File: config.mk
export PLATFORM = sky130hd
export DESIGN_NAME = fma_operand_dispatcher
export DESIGN_NICKNAME = d
export VERILOG_FILES = /design/src/rtl/fpu_pkg.sv /design/src/rtl/fpu_pair_fifo.sv /design/src/rtl/fma_operand_dispatcher.sv
export SDC_FILE = /design/constraint.sdc
export NUM_CORES = 1
export LEC_CHECK = 0
export CAP_MARGIN = 40
export CORE_MARGIN = 3
export CORE_UTILIZATION = 54
export CTS_CLUSTER_SIZE = 16
export DETAILED_ROUTE_END_ITERATION = 16
export PLACE_DENSITY_LB_ADDON = 0.25
export SLEW_MARGIN = 0
export SYNTH_ARGS = -nofsm -noshare
export SYNTH_HDL_FRONTEND = slang
export SYNTH_SLANG_ARGS = --single-unit
File: constraint.sdc
create_clock -name clk -period 4.33 [get_ports clk]
set_input_delay 0.866 -clock clk [delete_from_list [all_inputs] [get_ports clk]]
set_output_delay 0.866 -clock clk [all_outputs]
set_load 0.005 [all_outputs]
File: src/rtl/fpu_pkg.sv
// Shared single-precision float types, dispatcher state encoding and helpers
// for the FMA operand dispatcher.
package fpu_pkg;

  localparam int unsigned FP      = 32;
  localparam int unsigned EXPBITS = 8;
  localparam int unsigned MANBITS = 23;

  typedef struct packed {
    logic               sign;
    logic [EXPBITS-1:0] exponent;
    logic [MANBITS-1:0] mantissa;
  } float_sp;

  typedef enum logic [2:0] {
    StIdle,
    StIssue,
    StWait,
    StResult,
    StGap
  } disp_state_e;

  // Zero magnitude regardless of sign.
  function automatic logic is_zero(input float_sp f);
    return (f.exponent == '0) && (f.mantissa == '0);
  endfunction

endpackage

File: src/rtl/fpu_pair_fifo.sv
// DEPTH-entry synchronous FIFO holding operand pairs. A push while full is
// accepted only when a pop happens in the same cycle.
module fpu_pair_fifo #(
  parameter int unsigned DEPTH = 4,
  parameter int unsigned WIDTH = 64
) (
  input  logic             clk,
  input  logic             rst,
  input  logic             push,
  input  logic [WIDTH-1:0] wdata,
  input  logic             pop,
  output logic [WIDTH-1:0] rdata,
  output logic             full,
  output logic             empty
);

  localparam int unsigned AW = (DEPTH > 1) ? $clog2(DEPTH) : 1;

  logic [WIDTH-1:0] mem_q [DEPTH];
  logic [AW-1:0]    wptr_q, rptr_q;
  logic [AW:0]      count_q;
  logic             do_push, do_pop;

  assign full    = (count_q == (AW+1)'(DEPTH));
  assign empty   = (count_q == '0);
  assign do_pop  = pop & ~empty;
  assign do_push = push & (~full | do_pop);
  assign rdata   = mem_q[rptr_q];

  always_ff @(posedge clk) begin
    if (do_push) begin
      mem_q[wptr_q] <= wdata;
    end
  end

  always_ff @(posedge clk or posedge rst) begin
    if (rst) begin
      wptr_q  <= '0;
      rptr_q  <= '0;
      count_q <= '0;
    end else begin
      if (do_push) begin
        wptr_q <= wptr_q + AW'(1);
      end
      if (do_pop) begin
        rptr_q <= rptr_q + AW'(1);
      end
      unique case ({do_push, do_pop})
        2'b10:   count_q <= count_q + (AW+1)'(1);
        2'b01:   count_q <= count_q - (AW+1)'(1);
        default: count_q <= count_q;
      endcase
    end
  end

endmodule

File: src/rtl/fma_operand_dispatcher.sv
// Buffers host operand pairs and issues them one at a time to an FMA unit,
// returning answer and flags on a valid/ready port. Option: FMA_ZERO_BYPASS_EN.
module fma_operand_dispatcher
  import fpu_pkg::*;
#(
  parameter int unsigned DEPTH   = 4,
  parameter int unsigned TIMEOUT = 8,
  parameter int unsigned REQ_GAP = 6
) (
  input  logic          clk,
  input  logic          rst,
  input  logic          op_valid_in,
  output logic          op_ready_out,
  input  logic [FP-1:0] op_a_in,
  input  logic [FP-1:0] op_b_in,
  output logic [FP-1:0] float_0_out,
  output logic [FP-1:0] float_1_out,
  output logic          float_0_req_out,
  output logic          float_1_req_out,
  output logic          float_0_busy_out,
  output logic          float_1_busy_out,
  input  logic [FP-1:0] fma_answer_in,
  input  logic          fma_ready_in,
  input  logic          fma_overflow_in,
  input  logic          fma_underflow_in,
  output logic          res_valid_out,
  input  logic          res_ready_in,
  output logic [FP-1:0] res_out,
  output logic          res_overflow_out,
  output logic          res_underflow_out,
  output logic          res_timeout_out,
  output logic          err_zero_out
);

  localparam int unsigned GapW = $clog2(REQ_GAP + 2);

  disp_state_e     state_q, state_d;
  float_sp         f0_q, f0_d, f1_q, f1_d;
  float_sp         pop_a, pop_b;
  logic [3:0]      wait_cnt_q, wait_cnt_d;
  logic [GapW-1:0] gap_cnt_q, gap_cnt_d;
  logic [FP-1:0]   res_q, res_d;
  logic            res_ov_q, res_ov_d;
  logic            res_un_q, res_un_d;
  logic            res_to_q, res_to_d;
  logic            err_zero_q, err_zero_d;
  logic            ready_prev_q;
  logic            rdy_en_q;
  logic            ready_rise;
  logic            pair_zero;

  logic            fifo_push, fifo_pop, fifo_full, fifo_empty;
  logic [2*FP-1:0] fifo_rdata;

  // Ready is held low through reset and the first cycle after it.
  assign op_ready_out = rdy_en_q & ~fifo_full;
  assign fifo_push    = op_valid_in & op_ready_out;

  fpu_pair_fifo #(
    .DEPTH (DEPTH),
    .WIDTH (2 * FP)
  ) u_fifo (
    .clk   (clk),
    .rst   (rst),
    .push  (fifo_push),
    .wdata ({op_a_in, op_b_in}),
    .pop   (fifo_pop),
    .rdata (fifo_rdata),
    .full  (fifo_full),
    .empty (fifo_empty)
  );

  assign pop_a      = float_sp'(fifo_rdata[2*FP-1:FP]);
  assign pop_b      = float_sp'(fifo_rdata[FP-1:0]);
  assign pair_zero  = is_zero(pop_a) | is_zero(pop_b);
  assign ready_rise = fma_ready_in & ~ready_prev_q;

  always_comb begin
    state_d    = state_q;
    fifo_pop   = 1'b0;
    f0_d       = f0_q;
    f1_d       = f1_q;
    wait_cnt_d = wait_cnt_q;
    res_d      = res_q;
    res_ov_d   = res_ov_q;
    res_un_d   = res_un_q;
    res_to_d   = res_to_q;
    err_zero_d = err_zero_q;
    // Cycles since the last ISSUE, saturating once the gap is satisfied.
    gap_cnt_d  = (gap_cnt_q >= GapW'(REQ_GAP)) ? gap_cnt_q : gap_cnt_q + GapW'(1);

    unique case (state_q)
      StIdle: begin
        if (!fifo_empty) begin
          fifo_pop = 1'b1;
          if (pair_zero) begin
`ifdef FMA_ZERO_BYPASS_EN
            f0_d     = pop_a;
            f1_d     = pop_b;
            res_d    = {pop_a.sign ^ pop_b.sign, {(FP-1){1'b0}}};
            res_ov_d = 1'b0;
            res_un_d = 1'b0;
            res_to_d = 1'b0;
            state_d  = StResult;
`else
            err_zero_d = 1'b1;
`endif
          end else begin
            f0_d    = pop_a;
            f1_d    = pop_b;
            state_d = StIssue;
          end
        end
      end
      StIssue: begin
        wait_cnt_d = 4'd1;
        gap_cnt_d  = GapW'(1);
        state_d    = StWait;
      end
      StWait: begin
        // A fresh answer beats a simultaneous timeout.
        if (ready_rise) begin
          res_d    = fma_answer_in;
          res_ov_d = fma_overflow_in;
          res_un_d = fma_underflow_in;
          res_to_d = 1'b0;
          state_d  = StResult;
        end else if (wait_cnt_q == 4'(TIMEOUT)) begin
          res_d    = '0;
          res_ov_d = 1'b0;
          res_un_d = 1'b0;
          res_to_d = 1'b1;
          state_d  = StResult;
        end else begin
          wait_cnt_d = wait_cnt_q + 4'd1;
        end
      end
      StResult: begin
        if (res_ready_in) begin
          state_d = StGap;
        end
      end
      StGap: begin
        if (gap_cnt_q >= GapW'(REQ_GAP)) begin
          state_d = StIdle;
        end
      end
      default: state_d = StIdle;
    endcase
  end

  always_ff @(posedge clk or posedge rst) begin
    if (rst) begin
      state_q      <= StIdle;
      f0_q         <= '0;
      f1_q         <= '0;
      wait_cnt_q   <= '0;
      gap_cnt_q    <= '0;
      res_q        <= '0;
      res_ov_q     <= 1'b0;
      res_un_q     <= 1'b0;
      res_to_q     <= 1'b0;
      err_zero_q   <= 1'b0;
      ready_prev_q <= 1'b0;
      rdy_en_q     <= 1'b0;
    end else begin
      state_q      <= state_d;
      f0_q         <= f0_d;
      f1_q         <= f1_d;
      wait_cnt_q   <= wait_cnt_d;
      gap_cnt_q    <= gap_cnt_d;
      res_q        <= res_d;
      res_ov_q     <= res_ov_d;
      res_un_q     <= res_un_d;
      res_to_q     <= res_to_d;
      err_zero_q   <= err_zero_d;
      ready_prev_q <= fma_ready_in;
      rdy_en_q     <= 1'b1;
    end
  end

  assign float_0_out       = f0_q;
  assign float_1_out       = f1_q;
  assign float_0_req_out   = (state_q == StIssue);
  assign float_1_req_out   = (state_q == StIssue);
  assign float_0_busy_out  = (state_q == StWait);
  assign float_1_busy_out  = (state_q == StWait);
  assign res_valid_out     = (state_q == StResult);
  assign res_out           = res_q;
  assign res_overflow_out  = res_ov_q;
  assign res_underflow_out = res_un_q;
  assign res_timeout_out   = res_to_q;
  assign err_zero_out      = err_zero_q;

endmodule

==> results.py <==
metrics = {
    "layout": {
        "final_common_cell": "edfxtp_1",
        "fin_nets": 1018,
        "antenna_cells": 0,
        "postLayoutCellArea_mm2": 0.01810,
        "seqCellArea_mm2": 0.01067,
        "fill_cells": 1547,
        "layout_common_cells": "edfxtp_1 (256), clkdlybuf4s50_1 (208), dfrtp_1 (117), mux4_2 (64), mux2_4 (60)",
        "drive_above_1_share_pct": 22.27,
        "multiInputGateArea_mm2": 0.003368,
        "areaGrowthSynthToFinish_pct": 27.01,
    },
    "timing": {
        "finalHoldViolations": 0,
        "rsz0062_at_grt": "no",
        "skew_ps": 15.02,
        "period_share_pct": 85.62,
        "drv_slew": 0,
        "finalSetupViolations": 0,
        "max_freq_mhz": 269.7,
        "setup_tns_ps": 0,
        "post-route-min-period_ps": 3707,
        "relSlewSlack_pct": 44.22,
        "worst_pin_slew_ps": 830.3,
    },
    "synthesis": {
        "synth_edf_count": 256,
        "synthFlopType": "edfxtp_1",
        "ys_seq_elements": 375,
        "ys_types": 39,
        "ys_seq_area_share_pct": 74.82,
        "synth_cells": 677,
        "synth_area_leader_cell": "edfxtp_1",
        "syn_area_per_cell_um2": 21.05,
        "synth_top_area_share_pct": 53.93,
        "synth_area_leaders": "edfxtp_1 (54%), dfrtp_1 (21%), mux4_2 (10%)",
        "async_reset_ff_share_pct": 31.73,
        "netlist_area_mm2": 0.01425,
        "synth_nets": 790,
        "yosys_warnings": 0,
    },
    "power": {
        "power_density_mw_per_mm2": 699.2,
        "ir_drop_mv": 0.4648,
        "switching_share_pct": 27.47,
        "seqPwrFrac_pct": 41.1,
        "power.switching_mw": 3.477,
        "clock_power_share_pct": 25.1,
        "pwr-share-comb_pct": 33.7,
        "internal_power_mw": 9.180,
        "leakage_nw": 6.627,
    },
    "routing": {
        "ant_nets": 0,
        "drc": 0,
        "via_per_inst": 5.754,
        "vias": 7273,
        "routed.top_layer": "met5",
        "wire_per_inst_um": 23.49,
        "drtIter0Drc": 468,
        "dr_wl_met3_um": 1965,
        "wl_met1_um": 12290,
        "dr.pass1.iters": 5,
        "wl_um": 29690,
        "wl_met2_um": 14780,
    },
    "floorplan": {
        "num_io_pins": 209,
        "start_util_pct": 55.80,
        "die-area_mm2": 0.02838,
        "die_h_um": 168.5,
        "die_w_um": 168.5,
        "row_count": 58,
        "core_area_mm2": 0.02554,
    },
    "global_routing": {
        "first_global_vias": 7957,
        "grt_max_degree": 61,
        "gr-total-overflow": 0,
        "grt_pass1_wl_um": 46560,
        "grt_use_total_pct": 21.32,
        "grt_antenna_before_repair": 3,
    },
    "clocking": {
        "numCtsBuffers": 37,
        "cts_repair_resize_count": 0,
        "clk_latency_ps": 510,
        "post-cts-setup-buffers": 0,
        "clock_sinks": 375,
        "hold_buffers": 0,
        "cts_tree": "yes",
        "clk_pin_slew_ps": 60,
        "cts-root-buf": "clkbuf_16",
        "cts_max_path_buffers": 3,
        "h-tree-depth": 2,
    },
    "place": {
        "gp_congestion": 0.9061,
        "dp_hpwl_um": 19360,
        "placed_area_mm2": 0.01685,
        "port_buffers": 208,
    },
    "worst_setup_path": {
        "reg2reg_depth": 9,
        "critPathArrivalTime_ps": 4100,
        "crit_fanout": 37,
        "cp.required_ps": 4720,
        "cp-end-kind": "flop",
        "critPathKind": "flop to flop",
        "startpoint_type": "flop",
    },
    "outcome": {
        "status": "complete, no violations",
    },
    "worst_hold_path": {
        "whs_path_depth": 1,
        "hold_class": "flop to flop",
    },
    "flow_run": {
        "cap_violations": 0,
    },
}
-- cells in the mapped netlist, drive strengths merged (6+ instances only) --
master and count:
edfxtp 256, mux4 64, nor2 10, nor3 6, nor4 15, ha 9, nand2 10, buf 19
inv 12, clkbuf 13, a22o 35, dfrtp 119, mux2 65
-- layout make-up --
| cell class | instances | area share [%] |
|---|---|---|
| clock inverter | 10 | 0.4838 |
| sequential | 375 | 58.94 |
| multi-input combinational | 258 | 18.61 |
| clock buffer | 58 | 6.421 |
| timing repair buffer | 221 | 13.01 |
| tap | 330 | 2.281 |
| inverter | 12 | 0.2626 |
-- layer usage --
metal	track usage, %	up-vias
met5	0	-
met4	6.083	6
met3	4.717	46
met2	35.08	283
met1	29.34	3766
li1	-	3172
-- through the flow --
step / total power, mW / util [%] / instances / hold WS (ps) / worst slack [ps]
after floorplan: 7.707 / - / 677 / 451.0 / 306.5
after global placement: 9.352 / 65.36 / 1190 / 455.8 / 683.5
after detailed placement: 9.573 / 65.98 / 1196 / 449.4 / 592.0
after CTS: 12.78 / 70.87 / 1264 / 465.6 / 578.9
after global routing: 13.26 / 70.87 / 1264 / 491.9 / 473.9
final: 12.66 / 70.87 / 1264 / 462.9 / 622.7
-- logic make-up (layout without fill, tap and decap cells) --
group / Yosys count / in the layout / synth area share [%]
compound gates: 50 / 50 / 2.862
xor+xnor: 10 / 10 / 0.6144
fa+ha+maj: 10 / 10 / 0.9305
buf+inv: 44 / 301 / 1.756
flops: 375 / 375 / 74.82
mux: 129 / 129 / 16.83
other cells: 1 / 1 / 0.02631
simple gates: 58 / 58 / 2.160
-- worst max-delay path, stage by stage (launching register included) --
cell and delay, ps:
dfrtp_4 560, buf_12 300, mux4_2 560, nor4_1 500, nand4_1 300, o22ai_2 380
nor2b_4 160, buf_12 200, buf_12 220, mux2_1 340
-- state kept, by name, indices dropped and copies added (netlist names), 2 cells and up --
name	flops
float_0_out	32
float_1_out	32
gap_cnt_q	3
res_out	32
state_q	3
u_fifo.count_q	3
u_fifo.mem_q	256
u_fifo.rptr_q	2
u_fifo.wptr_q	2
wait_cnt_q	4
-- final timing paths --
kind	start	end	slack, ps
max	u_fifo.rptr_q[0]$_DFFE_PP0P_	float_0_out[28]$_DFFE_PP0P_	620
min	err_zero_out$_DFFE_PP0P_	err_zero_out$_DFFE_PP0P_	460
max reg2reg	u_fifo.rptr_q[0]$_DFFE_PP0P_	float_0_out[28]$_DFFE_PP0P_	620
min reg2reg	err_zero_out$_DFFE_PP0P_	err_zero_out$_DFFE_PP0P_	460
max in group asynchronous	rst	res_out[27]$_DFFE_PP0P_	2670
min in group asynchronous	rst	res_timeout_out$_DFFE_PP0P_	870
-- power groups by stage --
stage                     clock network (mW)  registers [mW]  logic, mW
after floorplan                            0            5.10       2.61
after global placement                     0            5.24       4.11
after detailed placement                   0            5.26       4.32
after CTS                               3.23            5.21       4.34
after global routing                    3.39            5.30       4.57
final                                   3.18            5.21       4.27
No activity file was read; power rests on OpenSTA's default activity.
